**config.mk**
```make
export PLATFORM = sky130hd
export DESIGN_NAME = ssm_head_scheduler
export DESIGN_NICKNAME = d
export VERILOG_FILES = /design/src/rtl/ssm_pkg.sv /design/src/rtl/ssm_sched_tmo_cnt.sv /design/src/rtl/ssm_head_scheduler.sv
export SDC_FILE = /design/constraint.sdc
export NUM_CORES = 1
export LEC_CHECK = 0
export CORE_MARGIN = 2
export CORE_UTILIZATION = 40
export DETAILED_ROUTE_END_ITERATION = 6
export HOLD_SLACK_MARGIN = 0.08
export PLACE_DENSITY = 0.75
export RECOVER_POWER = 25
export REMOVE_ABC_BUFFERS = 1
export SLEW_MARGIN = 25
export SYNTH_ARGS = -nofsm -noshare
export SYNTH_HDL_FRONTEND = slang
export SYNTH_SLANG_ARGS = --single-unit
```
**constraint.sdc**
```tcl
create_clock -name clk -period 2.25 [get_ports clk]
set_input_delay 0.45 -clock clk [delete_from_list [all_inputs] [get_ports clk]]
set_output_delay 0.45 -clock clk [all_outputs]
set_load 0.005 [all_outputs]
```
**src/rtl/ssm_pkg.sv**
```systemverilog
// Shared types for the SSM head scheduler: FSM state encoding, FP16 element width,
// and a $clog2 that never returns 0 so single-entry indices still get a 1-bit port.
package ssm_pkg;

  localparam int DW = 16;

  typedef enum logic [2:0] {
    S_IDLE,
    S_ISSUE,
    S_WAIT,
    S_WRITE,
    S_FIN
  } state_t;

  function automatic int clog2_min1(input int n);
    return (n <= 2) ? 1 : $clog2(n);
  endfunction

endpackage

```
**src/rtl/ssm_sched_tmo_cnt.sv**
```systemverilog
// Head-datapath watchdog: cleared on issue, counts WAIT cycles, flags expiry at TMO-1.
// Latency: expire is combinational from the count; no backpressure, saturates at expiry.
// Backpressure: none; the scheduler leaves WAIT on expiry, so the count never advances past TMO-1.
module ssm_sched_tmo_cnt #(
  parameter int TMO = 1024
) (
  input  logic clk,
  input  logic rst,
  input  logic clr,
  input  logic en,
  output logic expire
);
  import ssm_pkg::*;

  localparam int CW = clog2_min1(TMO);

  logic [CW-1:0] cnt;

  assign expire = (cnt == CW'(TMO - 1));

  always_ff @(posedge clk) begin
    if (rst || clr) begin
      cnt <= '0;
    end else if (en && !expire) begin
      cnt <= cnt + CW'(1);
    end
  end

endmodule

```
**src/rtl/ssm_head_scheduler.sv**
```systemverilog
// Sequences one shared FP16 SSM head datapath over H heads x num_tok tokens, writing each y slice.
// Latency: 1 + T*H*(k+2) + 1 cycles per run (k = datapath cycles); SSM_SCHED_PERF_EN adds perf_cyc.
// Backpressure: none; waits on hd_done, gives up after TMO WAIT cycles and flags err.
module ssm_head_scheduler #(
  parameter int H   = 4,
  parameter int P   = 4,
  parameter int DW  = ssm_pkg::DW,
  parameter int TW  = 16,
  parameter int TMO = 1024,
  parameter int HW  = ssm_pkg::clog2_min1(H),
  parameter int AW  = TW + HW
) (
  input  logic            clk,
  input  logic            rst,
  input  logic            start,
  input  logic [TW-1:0]   num_tok,
  output logic            busy,
  output logic            done,
  output logic            err,
  output logic            hd_start,
  output logic [HW-1:0]   hd_idx,
  output logic [TW-1:0]   tok_idx,
  input  logic            hd_done,
  input  logic [P*DW-1:0] hd_y,
  output logic            y_we,
  output logic [AW-1:0]   y_addr,
  output logic [P*DW-1:0] y_data,
  output logic            st_swap
`ifdef SSM_SCHED_PERF_EN
 ,output logic [31:0]     perf_cyc
`endif
);
  import ssm_pkg::*;

  state_t        state, state_nxt;
  logic [TW-1:0] ntok;
  logic          last_hd, last_tok;
  logic          tmo_clr, tmo_en, tmo_exp;

  assign last_hd  = (hd_idx == HW'(H - 1));
  assign last_tok = (tok_idx == ntok - TW'(1));
  assign y_addr   = AW'(tok_idx) * AW'(H) + AW'(hd_idx);

  ssm_sched_tmo_cnt #(.TMO(TMO)) u_tmo (
    .clk    (clk),
    .rst    (rst),
    .clr    (tmo_clr),
    .en     (tmo_en),
    .expire (tmo_exp)
  );

  always_comb begin
    state_nxt = state;
    hd_start  = 1'b0;
    y_we      = 1'b0;
    st_swap   = 1'b0;
    done      = 1'b0;
    tmo_clr   = 1'b0;
    tmo_en    = 1'b0;
    case (state)
      S_IDLE: begin
        if (start) state_nxt = (num_tok == '0) ? S_FIN : S_ISSUE;
      end
      S_ISSUE: begin
        hd_start  = 1'b1;
        tmo_clr   = 1'b1;
        state_nxt = S_WAIT;
      end
      S_WAIT: begin
        // A completion in the expiry cycle still counts as success.
        if (hd_done) begin
          state_nxt = S_WRITE;
        end else begin
          tmo_en = 1'b1;
          if (tmo_exp) state_nxt = S_FIN;
        end
      end
      S_WRITE: begin
        y_we = 1'b1;
        if (last_hd) begin
          st_swap   = 1'b1;
          state_nxt = last_tok ? S_FIN : S_ISSUE;
        end else begin
          state_nxt = S_ISSUE;
        end
      end
      S_FIN: begin
        done      = 1'b1;
        state_nxt = S_IDLE;
      end
      default: state_nxt = S_IDLE;
    endcase
  end

  always_ff @(posedge clk) begin
    if (rst) begin
      state   <= S_IDLE;
      busy    <= 1'b0;
      err     <= 1'b0;
      ntok    <= '0;
      hd_idx  <= '0;
      tok_idx <= '0;
      y_data  <= '0;
    end else begin
      state <= state_nxt;
      case (state)
        S_IDLE: begin
          if (start) begin
            ntok    <= num_tok;
            err     <= 1'b0;
            hd_idx  <= '0;
            tok_idx <= '0;
            busy    <= 1'b1;
          end
        end
        S_WAIT: begin
          if (hd_done)      y_data <= hd_y;
          else if (tmo_exp) err    <= 1'b1;
        end
        S_WRITE: begin
          if (last_hd) begin
            hd_idx  <= '0;
            tok_idx <= tok_idx + TW'(1);
          end else begin
            hd_idx  <= hd_idx + HW'(1);
          end
        end
        S_FIN:   busy <= 1'b0;
        default: ;
      endcase
    end
  end

`ifdef SSM_SCHED_PERF_EN
  // Run-length counter: zeroed on accept, frozen after done, saturating.
  always_ff @(posedge clk) begin
    if (rst) begin
      perf_cyc <= '0;
    end else if (state == S_IDLE && start) begin
      perf_cyc <= '0;
    end else if (busy && perf_cyc != 32'hFFFF_FFFF) begin
      perf_cyc <= perf_cyc + 32'd1;
    end
  end
`endif

endmodule

```
# After elaboration in Yosys (flattened, before gate mapping)
# Cells that the tools add are included.
[word_totals]
register_bits = 113
input_bits = 84
output_inout_bits = 106
wordCells = 66
[classes]
add_sub_neg = 5
eq_ne = 12
n_mux = 26
n_reduce_logical = 15
[op_table]
columns = ["cell", "count"]
rows = [
  ["$mux W16", 2],
  ["$pmux W16 S2", 1],
  ["$add A18 B2 Y18", 1],
  ["$mux W3", 6],
  ["$add A16 B1 Y16 const B", 1],
  ["$eq A16 B16 Y1", 1],
  ["$logic_not A16 Y1", 1],
  ["$sub A16 B1 Y16 const B", 1],
  ["$pmux W3 S4", 1],
  ["$mux W1", 11],
  ["$add A10 B1 Y10 const B", 1],
  ["$eq A10 B10 Y1 const B", 1],
  ["$reduce_and A2 Y1", 5],
  ["$eq A3 B2 Y1 const B", 2],
  ["$ne A2 B2 Y1 const B", 3],
  ["$reduce_bool A2 Y1", 3],
  ["$mux W2", 2],
  ["$pmux W1 S2", 2],
  ["$pmux W2 S2", 1],
  ["$reduce_and A4 Y1", 1],
  ["$eq A3 B1 Y1 const B", 1],
  ["$eq A3 B3 Y1 const B", 1],
  ["$logic_not A3 Y1", 1],
  ["$ne A3 B2 Y1 const B", 1],
  ["other kinds (7)", 7],
]

# Longest topological paths before layout
# Gate-level depths: netlist of run 1.
[logic_depth]
word_depth = 5
ltp_mapped = 10

# By module
# From an unflattened synthesis of run 1, not the netlist that was laid out.
[unflattened]
hier_cells = 650
hier_area_um2 = 5073.6
[modules_own_cells]
columns = ["mod", "n_inst", "cells_per_inst", "area_each_um2", "seq_area_each_um2"]
rows = [
  ["ssm_head_scheduler", 1, 582, 4480.5, 2062.0],
  ["ssm_sched_tmo_cnt", 1, 68, 593.1, 200.2],
]

# Worst setup path before layout of run 1
# Ideal clock, no wire load.
[synth_timing]
path_kind = "register -> register"
from = "register ntok[2]"
to = "register state[0]"
t_arrival_ns = 2.086
t_required_ns = 2.118
path_slack_ns = 0.033
path_stages_with_launch = 9
path_buffers = 1
synth_period_minus_slack_ns = 2.217
cell_sequence = "dfxtp_1 -> buf_4 -> nor4_4 -> and2_1 -> nand2_1 -> xnor2_1 -> or4_1 -> a2111oi_2 -> o21ai_0"
[synth_via]
elab_chain_cells = 5
[synth_lines]
columns = ["element", "line_no", "source"]
rows = [
  ["from (decl)", "ssm_head_scheduler.sv:36", "logic [TW-1:0] ntok;"],
  ["from (signal assigned)", "ssm_head_scheduler.sv:109", "ntok <= num_tok;"],
  ["$sub A16 B1 Y16", "ssm_head_scheduler.sv:41", "assign last_tok = (tok_idx == ntok - TW'(1));"],
  ["$eq A16 B16 Y1", "ssm_head_scheduler.sv:41", ""],
  ["$mux W3", "ssm_head_scheduler.sv:82", "state_nxt = last_tok ? S_FIN : S_ISSUE;"],
  ["$mux W3", "ssm_head_scheduler.sv:80", "if (last_hd) begin"],
  ["$pmux W3 S4", "ssm_head_scheduler.sv:60", "case (state)"],
  ["to (signal assigned)", "ssm_head_scheduler.sv:105", "state <= state_nxt;"],
  ["to (decl)", "ssm_head_scheduler.sv:35", "state_t state, state_nxt;"],
]
# Every way passes these cells.
# A chain may end at the register's enable or synchronous reset.

# Worst setup path in the final report of run 1
[layout_timing]
from = "register ntok[4]"
to = "register state[2]"
# The elaborated chain is that of the path after synthesis.

==> results.toml, run 1 <==
[grt]
grt_pass1_wl_um = 23700
grt_antenna_before_repair = 1
grt_usage = 0.227
grt_max_degree = 65
gr-total-overflow = 0
grt_pass1_vias = 5000

[place]
gp_congestion = 0.892
dp_slack_ps = -339
place_area_sq_um = 7030
post-place-cells = 943
portBuffers = 189
hpwl_um = 10400

[critical_path]
cp_max_fo = 3
path_cells = "nor4_4 -> buf_4 -> buf_4 -> nand2_1 -> xnor2_1 -> a211oi_1 -> nand4_1 -> a2111oi_4 -> a32o_1"
cp-end-kind = "flop"
critical_path_buf_inv_count = 2
required_ps = 2600
cp.arrival_ps = 2570
path_class = "reg -> reg"
cp-start-kind = "flop"
cpMostUsedCell = "buf_4"
reg2reg_slack_ps = 30
path_delay_family = "compound AO/OA/AOI/OAI gates"
critPathSlowestCell = "a2111oi_4"
max_stage_delay_ps = 420

[sta]
fin_worst_skew_ps = 7.32
worst_pin_slew_ps = 1240
finalSetupTns_ps = 0
max_freq_mhz = 450
fin_crit_ps = 2220
rsz0062_at_grt = "yes"
layout_setup_ws_ps = 30.1
setup_viol = 0
finalHoldViolCount = 0
drv_slew = 0
post-route-period-util = 0.987
slew-limit-headroom = 0.174

[synthesis]
netlist_area_sq_um = 4930
yosys.cell_types.count = 42
seq_area_frac_synth = 0.459
yosys_warnings = 0
postSynthAreaPerCell_sq_um = 7.90
yosys_register_bits = 113
synth-async-reset-ratio = 0
synth_edf_count = 0
yosys-top-cells-area = "dfxtp_1 46%, nand2_1 13%, a21oi_1 9.2%, xor2_1 4.3%, xnor2_1 3.2%"
synth_top_area_share = 0.459
yosysTopAreaCell = "dfxtp_1"
syn_inst = 624
synth_flop_cell = "dfxtp_1"

[cells_and_area]
final_nets = 912
stdcell_area_sq_um = 7750
layout_common_cells = "186 x clkdlybuf4s50_1, 176 x nand2_1, 110 x dfxtp_1"
final_common_cell = "clkdlybuf4s50_1"
instances_no_fill = 983
area_delta_synth_final_pct = 57.3
drive_gt1_frac = 0.111
antenna_cells = 0

[clock_network]
cts.reportedPaths.clkPinSlew_ps = 50
cts_root_buf = "clkbuf_16"
cts_buffers = 17
cts_tree = "done"
clk_path_buf_depth = 2
hold_buffers = 0
insertion_delay_ps = 410
cts_sinks = 113
htree_levels = 4

[routing]
drt_iter0_drc = 366
drc = 0
wl_um = 14800
wl_per_cell_um = 15.0
viasPerCell = 5.14
vias = 5051
ant_nets = 0
first_pass_iters = 7

[die]
core_sq_um = 12000
start_util = 0.411
die_w_um = 115
die_area_sq_um = 13200
io_pins = 190
die_y_um = 115
rows = 40

[power_and_ir_drop]
p_leak_uw = 0.00287
irDropWorstVdd_mv = 0.627
p_per_area_nw_per_um2 = 915
p_total_uw = 7100

[run_status]
status = "finished clean"

[job]
drv_cap = 0

[worst_hold_path]
hold_class = "in -> reg"
sequential cells by signal, summed over array words and instances, names as in the netlist:
signal,count
state,3
y_data,64
u_tmo.cnt,10
hd_idx,2
busy,1
ntok,16
tok_idx,16
err,1
per-stage QoR:
| step | hold WS, ps | util |
|---|---|---|
| after floorplan | 430 | - |
| after global placement | 442 | 0.585 |
| after detailed placement | 445 | 0.585 |
| after CTS | 352 | 0.642 |
| after global routing | 367 | 0.646 |
| final | 362 | 0.646 |
worst paths after layout:
kind | start | cells after the start | endpoint
worst min register to register | y_data[12] | 2 | y_data[12]
worst max-delay path | ntok[4] | 9 | state[2]
worst min-delay path | rst | 2 | state[1]
worst max register to register | ntok[4] | 9 | state[2]
what timing repair did:
action,in CTS,in global routing
gates resized for setup,9,10
endpoints found under the setup margin,5,7
pin swaps,2,9
buffers inserted,3,6
metal layers:
layer / GRT usage / vias up / share of wire
li1: - / 2463 / -
met3: 0.0965 / 38 / 0.092
met5: 0 / - / 0.00088
met1: 0.252 / 2341 / 0.39
met2: 0.374 / 207 / 0.48
met4: 0.112 / 2 / 0.029
logic make-up after synthesis:
kind of cell	Yosys count	share of synthesized area
multiplexers	3	0.00609
buffers and inverters	58	0.0589
AO/OA/AOI/OAI	115	0.126
flip-flops	113	0.459
adder cells (fa/ha/maj)	4	0.0102
XOR/XNOR	42	0.0746
AND/OR/NAND/NOR	289	0.266
cells in the mapped netlist (3+ instances only):
master	n
xor2_1	24
buf_4	19
and2_1	7
nor2b_1	5
xnor2_1	18
a22oi_1	3
buf_1	4
nor4_1	6
o21ai_0	10
nor3_1	9
ha_1	4
and4_1	4
nand3b_1	3
clkbuf_1	29
nand3_1	8
dfxtp_1	113
and3_1	5
mux2i_1	3
nand4_1	10
nor2_1	38
a211oi_1	3
inv_1	5
nand2_1	177
a21oi_1	91
nand2b_1	5
power by group:
part	internal [uW]	switching, uW
clock network	1910	886
logic	979	977
registers	2200	148
total	5090	2010
layout make-up:
cell class,count,area [sq um]
fill,1001,4260
multi-input combinational,453,2430
sequential,113,2270
timing repair buffer,234,2240
clock buffer,27,523
tap,147,184
clock inverter,4,95.1
inverter,5,18.8
Note: power is estimated with default switching activity, not from simulation.
==> inputs of run 2 (changes only) <==
--- a/config.mk
+++ b/config.mk
@@ -12,6 +12,7 @@
 export PLACE_DENSITY = 0.75
 export RECOVER_POWER = 25
 export REMOVE_ABC_BUFFERS = 1
+export SETUP_SLACK_MARGIN = 0.2
 export SLEW_MARGIN = 25
 export SYNTH_ARGS = -nofsm -noshare
 export SYNTH_HDL_FRONTEND = slang
==> run 2 against run 1 <==
Compared with the run above:
- hold slack worse by 8.1 ps
- first-iteration DRC count down 9.3%
- critical path depth up 1
- largest power group unchanged
==> results.toml, run 2 (same netlist as run 1, synthesis figures left out) <==
[job]
drv_cap = 0

[grt]
grt_antenna_before_repair = 1
grt_pass1_wl_um = 23800
grt_usage = 0.229
grt_max_degree = 65
grt_pass1_vias = 5026
gr-total-overflow = 0

[routing]
drc = 0
wl_um = 15300
drt_iter0_drc = 332
wl_per_cell_um = 15.5
ant_nets = 0
viasPerCell = 5.18
vias = 5129
first_pass_iters = 4

[clock_network]
insertion_delay_ps = 420
cts.reportedPaths.clkPinSlew_ps = 50
cts_buffers = 17
clk_path_buf_depth = 2
hold_buffers = 0
cts_root_buf = "clkbuf_16"
cts_tree = "done"
cts_sinks = 113
htree_levels = 4

[power_and_ir_drop]
p_total_uw = 7220
p_per_area_nw_per_um2 = 911
irDropWorstVdd_mv = 0.629
p_leak_uw = 0.00296

[place]
gp_congestion = 0.892
hpwl_um = 10400
place_area_sq_um = 7030
portBuffers = 189
post-place-cells = 943

[die]
die_w_um = 115
io_pins = 190
die_y_um = 115
core_sq_um = 12000
start_util = 0.411
rows = 40
die_area_sq_um = 13200

[cells_and_area]
reg_top3 = "y_data (64), ntok (16), tok_idx (16)"
final_nets = 919
layout_common_cells = "184 x clkdlybuf4s50_1, 176 x nand2_1, 105 x dfxtp_1"
antenna_cells = 0
largest_reg_flops = 64
final_common_cell = "clkdlybuf4s50_1"
instances_no_fill = 990
drive_gt1_frac = 0.140
area_delta_synth_final_pct = 60.6
top_register = "y_data"
stdcell_area_sq_um = 7920
n_fill_cell = 964

[sta]
timing.hold.ws_ps = 354
worst_pin_slew_ps = 1130
finalSetupTns_ps = 0
finalHoldViolCount = 0
post-route-period-util = 0.989
fin_worst_skew_ps = 6.91
slew-limit-headroom = 0.247
setup_viol = 0
drv_slew = 0
max_freq_mhz = 450
rsz0062_at_grt = "yes"
fin_crit_ps = 2220

[critical_path]
cpMostUsedCell = "buf_4"
required_ps = 2600
cp_max_fo = 6
path_cells = "buf_4 -> inv_1 -> ha_1 -> buf_4 -> nand2_1 -> xnor2_1 -> a211oi_2 -> nand4_1 -> a2111oi_4 -> a32o_1"
cp-start-kind = "flop"
cp-end-kind = "flop"
max_stage_delay_ps = 420
path_class = "reg -> reg"
critPathSlowestCell = "a2111oi_4"
cp.arrival_ps = 2580

[run_status]
status = "finished clean"

[worst_hold_path]
hold_class = "in -> reg"
[run 2: layout make-up]
type                    count  area, sq um  share of cell area
clock buffers              27          523              0.0660
clock inverters             4         95.1              0.0120
inverters                   5         18.8             0.00237
multi-input cells         453         2500               0.316
flip-flops and latches    113         2280               0.288
well taps                 147          184              0.0232
repair buffers            241         2320               0.293
[run 2: path summary, 6_finish.rpt]
path	start	to	slack, ps	cells past startpoint
hold / removal	rst	state[1]	350	2
setup / recovery	ntok[0]	state[2]	30	10
setup reg to reg	ntok[0]	state[2]	30	10
hold reg to reg	y_data[9]	y_data[9]	450	2
[run 2: critical path, delay by kind of cell, from the launching register on]
kind,cells,cell delay (ps)
buffers and inverters,3,400
AOI/OAI and AO/OA,3,830
xor gates and xnor gates,1,140
adders and majority gates,1,210
DFF,1,310
and+or+nand+nor,2,260
[run 2: per-stage QoR]
stage | setup WS [ps] | util
after floorplan | 72.0 | -
after global placement | -288 | 0.585
after detailed placement | -339 | 0.585
after CTS | 32.5 | 0.646
after global routing | -63.4 | 0.659
final | 25.5 | 0.659
[run 2: per-layer routing]
layer  wire [um]  share of wire  vias up  track usage
li1            -              -     2475            -
met1        5830           0.38     2420        0.252
met2        7660           0.50      205        0.382
met3        1510          0.098       27       0.0975
met4         300          0.020        2        0.107
met5          13        0.00085        -            0
[run 2: power by group]
group,internal [uW],leakage (uW),switching [uW],total [uW]
clock,1910,0.000304,891,2800
combinational,1040,0.00173,1020,2060
sequential,2210,0.000919,152,2360
[run 2: what timing repair did]
item | 4_1_cts | 5_1_grt
resized for setup | 17 | 36
buffers inserted | 8 | 8
pin swaps | 9 | 17
cloned | 0 | 0
endpoints found under the setup margin | 11 | 14
